## src/rtl/if_stage_pkg.sv

```systemverilog
// Definitions shared by the fetch stage and the CSR/trap unit: reset
// defaults, IF->ID bus layout and the redirect-priority encoding.
package if_stage_pkg;

    localparam logic [31:0] RESET_PC_DEF = 32'h0000_0000;
    localparam logic [31:0] NOP_INST_DEF = 32'h0000_0033;

    localparam int IF_ID_BUS_W = 64;
    localparam int INST_MSB    = 63;
    localparam int INST_LSB    = 32;
    localparam int PC_MSB      = 31;
    localparam int PC_LSB      = 0;

    typedef enum logic [1:0] {
        REDIR_NONE = 2'd0,
        REDIR_BR   = 2'd1,
        REDIR_TRAP = 2'd2
    } redir_src_e;

    // A trap always outranks a taken branch in the same cycle.
    function automatic redir_src_e redir_sel(input logic trap, input logic br);
        if (trap)
            return REDIR_TRAP;
        else if (br)
            return REDIR_BR;
        else
            return REDIR_NONE;
    endfunction

    function automatic logic [31:0] align_word(input logic [31:0] addr);
        return {addr[31:2], 2'b00};
    endfunction

endpackage

```

## src/rtl/if_stage_inst_buf.sv

```systemverilog
// Skid register for the fetched instruction: grabs the RAM output on the first
// stalled cycle so the presented instruction survives RAM output changes.
module if_inst_buf
    import if_stage_pkg::*;
(
    input  logic        clk,
    input  logic        rst,
    input  logic        req_i,
    input  logic        fs_valid_i,
    input  logic [31:0] rdata_i,
    output logic        buf_valid_o,
    output logic [31:0] inst_buf_o
);

    logic        buf_valid_q, buf_valid_d;
    logic [31:0] inst_buf_q, inst_buf_d;
    logic        capture;

    assign capture = !req_i && fs_valid_i && !buf_valid_q;

    always_comb begin
        buf_valid_d = buf_valid_q;
        inst_buf_d  = inst_buf_q;
        if (req_i) begin
            buf_valid_d = 1'b0;
        end else if (capture) begin
            buf_valid_d = 1'b1;
            inst_buf_d  = rdata_i;
        end
    end

    always_ff @(posedge clk) begin
        if (rst) begin
            buf_valid_q <= 1'b0;
            inst_buf_q  <= '0;
        end else begin
            buf_valid_q <= buf_valid_d;
            inst_buf_q  <= inst_buf_d;
        end
    end

    assign buf_valid_o = buf_valid_q;
    assign inst_buf_o  = inst_buf_q;

endmodule

```

## src/rtl/if_stage.sv

```systemverilog
// Instruction-fetch stage: PC generation, 1-cycle instruction RAM request,
// IF->ID valid/allowin handshake and zero-bubble branch/trap redirect.
module if_stage
    import if_stage_pkg::*;
#(
    parameter logic [31:0] RESET_PC = RESET_PC_DEF,
    parameter logic [31:0] NOP_INST = NOP_INST_DEF
) (
    input  logic                   clk,
    input  logic                   rst,
    output logic                   inst_ram_en,
    output logic [31:0]            inst_ram_addr,
    input  logic [31:0]            inst_ram_rdata,
    input  logic                   ds_allowin,
    output logic                   fs_to_ds_valid,
    output logic [IF_ID_BUS_W-1:0] if_id_bus_out,
    input  logic                   br_jmp_flag,
    input  logic [31:0]            br_target,
    input  logic                   trap_flag,
    input  logic [31:0]            trap_target
);

    logic [31:0] fetch_pc_q, fetch_pc_d;
    logic [31:0] fs_pc_q, fs_pc_d;
    logic        fs_valid_q, fs_valid_d;

    redir_src_e  redir_src;
    logic        redirect;
    logic [31:0] redir_raw;
    logic [31:0] redir_target;
    logic        fs_allowin;
    logic        req;
    logic [31:0] req_addr;
    logic        buf_valid;
    logic [31:0] inst_buf;
    logic [31:0] inst;

    always_comb begin
        redir_src = redir_sel(trap_flag, br_jmp_flag);
        case (redir_src)
            REDIR_TRAP: redir_raw = trap_target;
            REDIR_BR:   redir_raw = br_target;
            default:    redir_raw = '0;
        endcase
        redir_target = align_word(redir_raw);
    end

    assign redirect   = (redir_src != REDIR_NONE);
    assign fs_allowin = !fs_valid_q || ds_allowin || redirect;
    assign req        = !rst && fs_allowin;
    assign req_addr   = redirect ? redir_target : fetch_pc_q;

    always_comb begin
        fetch_pc_d = fetch_pc_q;
        fs_pc_d    = fs_pc_q;
        fs_valid_d = fs_valid_q;
        if (req) begin
            fs_pc_d    = req_addr;
            fs_valid_d = 1'b1;
            fetch_pc_d = req_addr + 32'd4;
        end
    end

    always_ff @(posedge clk) begin
        if (rst) begin
            fetch_pc_q <= RESET_PC;
            fs_pc_q    <= '0;
            fs_valid_q <= 1'b0;
        end else begin
            fetch_pc_q <= fetch_pc_d;
            fs_pc_q    <= fs_pc_d;
            fs_valid_q <= fs_valid_d;
        end
    end

    if_inst_buf u_inst_buf (
        .clk         (clk),
        .rst         (rst),
        .req_i       (req),
        .fs_valid_i  (fs_valid_q),
        .rdata_i     (inst_ram_rdata),
        .buf_valid_o (buf_valid),
        .inst_buf_o  (inst_buf)
    );

    // Reset also masks the stage so stale RAM data is never shown.
    always_comb begin
        if (rst || !fs_valid_q)
            inst = NOP_INST;
        else if (buf_valid)
            inst = inst_buf;
        else
            inst = inst_ram_rdata;
    end

    assign inst_ram_en    = req;
    assign inst_ram_addr  = req_addr;
    assign fs_to_ds_valid = fs_valid_q && !redirect && !rst;
    assign if_id_bus_out  = {inst, fs_pc_q};

endmodule
```

## config.mk

```make
export PLATFORM = sky130hd
export DESIGN_NAME = if_stage
export DESIGN_NICKNAME = d
export VERILOG_FILES = /design/src/rtl/if_stage_pkg.sv /design/src/rtl/if_stage_inst_buf.sv /design/src/rtl/if_stage.sv
export SDC_FILE = /design/constraint.sdc
export NUM_CORES = 1
export LEC_CHECK = 0
export CAP_MARGIN = 20
export CORE_UTILIZATION = 40
export DETAILED_ROUTE_END_ITERATION = 6
export PLACE_DENSITY = 0.75
export SYNTH_ARGS = -nofsm -noshare
export SYNTH_HDL_FRONTEND = slang
export SYNTH_SLANG_ARGS = --single-unit
```

## constraint.sdc

```tcl
create_clock -name clk -period 3 [get_ports clk]
set_input_delay 0.6 -clock clk [delete_from_list [all_inputs] [get_ports clk]]
set_output_delay 0.6 -clock clk [all_outputs]
set_load 0.05 [all_outputs]
```

==> impl_summary.log <==
[metrics] run status: completed
[metrics] gpl congestion: 0.8640
[metrics] initial standard-cell utilization of the core: approximately 41%
[metrics] asr flop ratio synth: 0%
[metrics] sequential area share after synthesis: 38.29%
[metrics] Die H: 114.0 um
[metrics] critical path startpoint category: primary input
[metrics] GR Overflow Total: 0
[metrics] top_reg_cell synth: sky130_fd_sc_hd__dfxtp_1
[metrics] warning count from the yosys run: 0
[metrics] post-synthesis net count: roughly 710
[metrics] headroom to the max-slew limit: between 60% and 70%
[metrics] worst endpoint data arrival time: roughly 2.1 ns
[metrics] count of flip-flops with a built-in enable after synthesis: 0
[metrics] type of the worst min-delay path: reg -> reg
[metrics] share of the core filled with cells in the final layout: between 60% and 70%
[metrics] final count of pins violating max slew: 0
[metrics] Static Leak: approximately 0.0032 uW
[metrics] Internal Pwr Total: around 2500 uW
[metrics] setup slack on the worst flop-to-flop path: between 0.7 and 0.8 ns
[metrics] critical path data required time: around 2.4 ns
[metrics] crit path capture type: output port
[metrics] Tcrit/Tclk final: 89.17%
[metrics] sequential group share of total power: a little under two fifths
[metrics] number of global-route vias before repair: 5,121
[metrics] floorplan die width: 114.0 um
[metrics] first-pass GRT wire length: roughly 25,000 um
[metrics] IR Drop Worst-Case VDD: 262.8 uV
[metrics] clock group share of total power: roughly a third
[metrics] end of the worst register-to-register path: fetch_pc_q[29]
[metrics] number of antenna violations at the first check in global routing: 0
[metrics] Synth area leader: sky130_fd_sc_hd__dfxtp_1
[metrics] largest clock skew in the final design: between 0.006 and 0.007 ns
[metrics] number of cells upsized or downsized after cts: 0
[metrics] routed vias/inst: roughly 5.3
[metrics] origin of the critical flop-to-flop path: fetch_pc_q[19]
[metrics] source-to-sink clock delay at the later pin of the worst-skew pair: around 0.35 ns
[metrics] Top-Level Pins: around 200
[metrics] post-synthesis cell area: 0.005019 sq mm
[metrics] Placeable Area: between 0.01 and 0.015 sq mm
[metrics] final total power: ~3700 uW
[metrics] Unique masters post-synth: 53
[metrics] drt wl/cell: 15.69 um
[metrics] number of buffers created by CTS: 9
[metrics] Critical Path Fanout Max: 25
[metrics] RSZ-0062 raised after global routing: no
[metrics] post-CTS clock slew at the launch and capture registers of the worst setup and hold paths: 0.06 ns
[metrics] Sink Count: between 90 and 100
[metrics] fraction of synthesized cell area taken by the top area cell type: about two fifths
[metrics] diodes inserted: 0
[metrics] Final setup viols: 0
[metrics] count of unresolved DRC violations after routing: 0
[metrics] switching pwr: approximately 1200 uW
[metrics] Layout Nets: between 900 and 1k
[metrics] number of maximum-capacitance constraint violations: 0
[metrics] Setup Total Neg Slack: 0 ns
[metrics] post-placement cell area: between 0.007 and 0.008 sq mm
[metrics] power share of the combinational group: 30.5%
[metrics] gate count after technology mapping: 609
[metrics] overall global routing resource usage: about 24%
[metrics] final hold vios: 0
[metrics] PD cells: between 400 and 500 mW/mm^2
[metrics] antenna violation net count after detailed routing: 0
[metrics] Critical Path Start: trap_flag
[metrics] via total after detailed routing: around 5.2k
[metrics] maximum frequency from static timing analysis: 373.8 MHz
[metrics] Reg2Reg Depth: 8
[metrics] Synth Register Bits: 96
[metrics] Die Footprint: around 0.013 sq mm
[metrics] final critical-path setup slack: around 0.32 ns
[metrics] Critical Setup Path Class: in -> out
[metrics] clock period minus final worst setup slack: roughly 2.7 ns
[metrics] Worst Max-Slew Pin Slew: roughly 0.56 ns
[metrics] std cell rows: 40
[metrics] Post-Layout Inst Area: approximately 0.0079 sq mm
[metrics] number of buffers inserted by hold repair at cts: 0
[metrics] buffers from clock root to sink, at most: 2
[metrics] final HPWL from detailed placement: around 12,000 um
[metrics] clock tree from TritonCTS: built
[metrics] count of TritonRoute iterations in the first routing pass: 5
[metrics] clock root buffer: sky130_fd_sc_hd__clkbuf_16
[metrics] end of the critical path: inst_ram_en
[metrics] layout cells sized above 1: between 20% and 30%
[metrics] dpl ws: about 0.072 ns
[metrics] number of H-tree levels: 3
[metrics] Buffers on Ports: between 150 and 200
[metrics] DRC violation total after the first TritonRoute iteration: 322
[metrics] average size of a mapped cell: a little over 8 sq um
[metrics] routed wire length: between 15,000 and 20,000 um
[metrics] switching portion of total power: a little under a third
[metrics] Layout area overhead: 57.54%
[metrics] Area contributors post-synth: sky130_fd_sc_hd__dfxtp_1, sky130_fd_sc_hd__mux2i_1, sky130_fd_sc_hd__nand2_1, sky130_fd_sc_hd__nor2_1, sky130_fd_sc_hd__a21oi_1
[metrics] post-CTS setup buffer count: 0
[metrics] largest net degree at the start of global routing: 36
[flip-flops by register name, summed over array words and instances, names as in the netlist]
| register | count |
|---|---|
| fetch_pc_q | 32 |
| fs_pc_q | 30 |
| fs_valid_q | 1 |
| u_inst_buf.buf_valid_o | 1 |
| u_inst_buf.inst_buf_o | 32 |
[cell type report]
cell class	instances	area, sq um
multi-input combinational	449	2863
tap	168	210.2
timing repair buffer	249	2550
inverter	14	52.55
fill	984	4205
sequential	96	1923
clock inverter	5	55.05
clock buffer	11	252.7
[routing by layer]
metal | vias up | track usage [%] | share of wire [%]
met2 | 211 | 41.33 | 48
li1 | 2546 | - | -
met3 | 36 | 4.463 | 6.2
met1 | 2423 | 28.96 | 42
met4 | 0 | 13.85 | 3.5
met5 | - | 0 | 0
[cells in the mapped netlist, drive strengths merged, types with 2 or more instances]
| master | n |
|---|---|
| or4b | 2 |
| buf | 21 |
| a21o | 4 |
| mux2i | 62 |
| a21oi | 36 |
| dfxtp | 96 |
| o31ai | 2 |
| nand2 | 129 |
| and2 | 8 |
| a211oi | 4 |
| nand3b | 2 |
| nor4 | 8 |
| xor2 | 3 |
| nor2 | 49 |
| a22o | 16 |
| xnor2 | 9 |
| mux2 | 8 |
| a311oi | 3 |
| nand3 | 12 |
| or4 | 4 |
| nand4 | 13 |
| nor3 | 3 |
| a2111oi | 2 |
| o311ai | 2 |
| o41a | 4 |
| and3 | 4 |
| clkbuf | 29 |
| o21ai | 41 |
| and4 | 2 |
| o311a | 2 |
| a221o | 4 |
| o211ai | 2 |
| inv | 13 |
[logic make-up after synthesis]
group | share of synthesized area (%)
AND/OR/NAND/NOR | 22.04
AO/OA/AOI/OAI | 16.85
flip-flops | 38.29
multiplexers | 14.16
buffers and inverters | 6.308
XOR/XNOR | 2.094
adder cells (fa/ha/maj) | 0.2493
[worst max-delay path, cell delays in order]
cell,delay [ns]
sky130_fd_sc_hd__buf_2,0.21
sky130_fd_sc_hd__buf_12,0.21
sky130_fd_sc_hd__nor2_1,0.23
sky130_fd_sc_hd__nand3b_1,0.13
sky130_fd_sc_hd__nand2_1,0.10
sky130_fd_sc_hd__clkinv_1,0.27
sky130_fd_sc_hd__buf_4,0.31
[through the flow]
| stage | hold WS (ns) | instances |
|---|---|---|
| 6_report | 0.4495 | 992 |
| 5_1_grt | 0.4755 | 992 |
| 4_1_cts | 0.4473 | 992 |
| 3_5_place_dp | 0.4394 | 976 |
| 3_3_place_gp | 0.4314 | 976 |
| 2_1_floorplan | 0.4179 | 609 |
[how the worst min path moves through the flow]
stage,to,startpoint,slack (ns),depth (start not counted)
6_report,fs_pc_q[31],fs_pc_q[31],0.45,2
4_1_cts,fs_pc_q[31],fs_pc_q[31],0.45,2
3_5_place_dp,fs_pc_q[31],fs_pc_q[31],0.44,2
3_3_place_gp,fetch_pc_q[10],fetch_pc_q[10],0.43,2
5_1_grt,u_inst_buf.inst_buf_o[22],u_inst_buf.inst_buf_o[22],0.48,2
2_1_floorplan,fetch_pc_q[10],fetch_pc_q[10],0.42,2
[power groups by stage]
stage / clock network, uW / logic (uW) / registers (uW)
2_1_floorplan: 0 / 536 / 1520
3_3_place_gp: 0 / 1120 / 1430
3_5_place_dp: 0 / 1140 / 1430
4_1_cts: 1220 / 1140 / 1400
5_1_grt: 1280 / 1200 / 1410
6_report: 1190 / 1140 / 1400
[layout by cell type (no fill, tap or decap), types with 8 or more instances in the layout]
| cell type | n |
|---|---|
| sky130_fd_sc_hd__mux2i_1 | 62 |
| sky130_fd_sc_hd__buf_12 | 30 |
| sky130_fd_sc_hd__o21ai_2 | 14 |
| sky130_fd_sc_hd__clkbuf_16 | 9 |
| sky130_fd_sc_hd__nand4_1 | 12 |
| sky130_fd_sc_hd__xnor2_1 | 9 |
| sky130_fd_sc_hd__clkdlybuf4s50_1 | 125 |
| sky130_fd_sc_hd__nand3_1 | 12 |
| sky130_fd_sc_hd__dfxtp_1 | 95 |
| sky130_fd_sc_hd__a22o_1 | 16 |
| sky130_fd_sc_hd__inv_1 | 13 |
| sky130_fd_sc_hd__buf_4 | 91 |
| sky130_fd_sc_hd__a21oi_1 | 36 |
| sky130_fd_sc_hd__nand2_1 | 129 |
| sky130_fd_sc_hd__o21ai_0 | 20 |
| sky130_fd_sc_hd__and2_1 | 8 |
| sky130_fd_sc_hd__nor2_1 | 49 |
(Power assumes the default switching activity.)
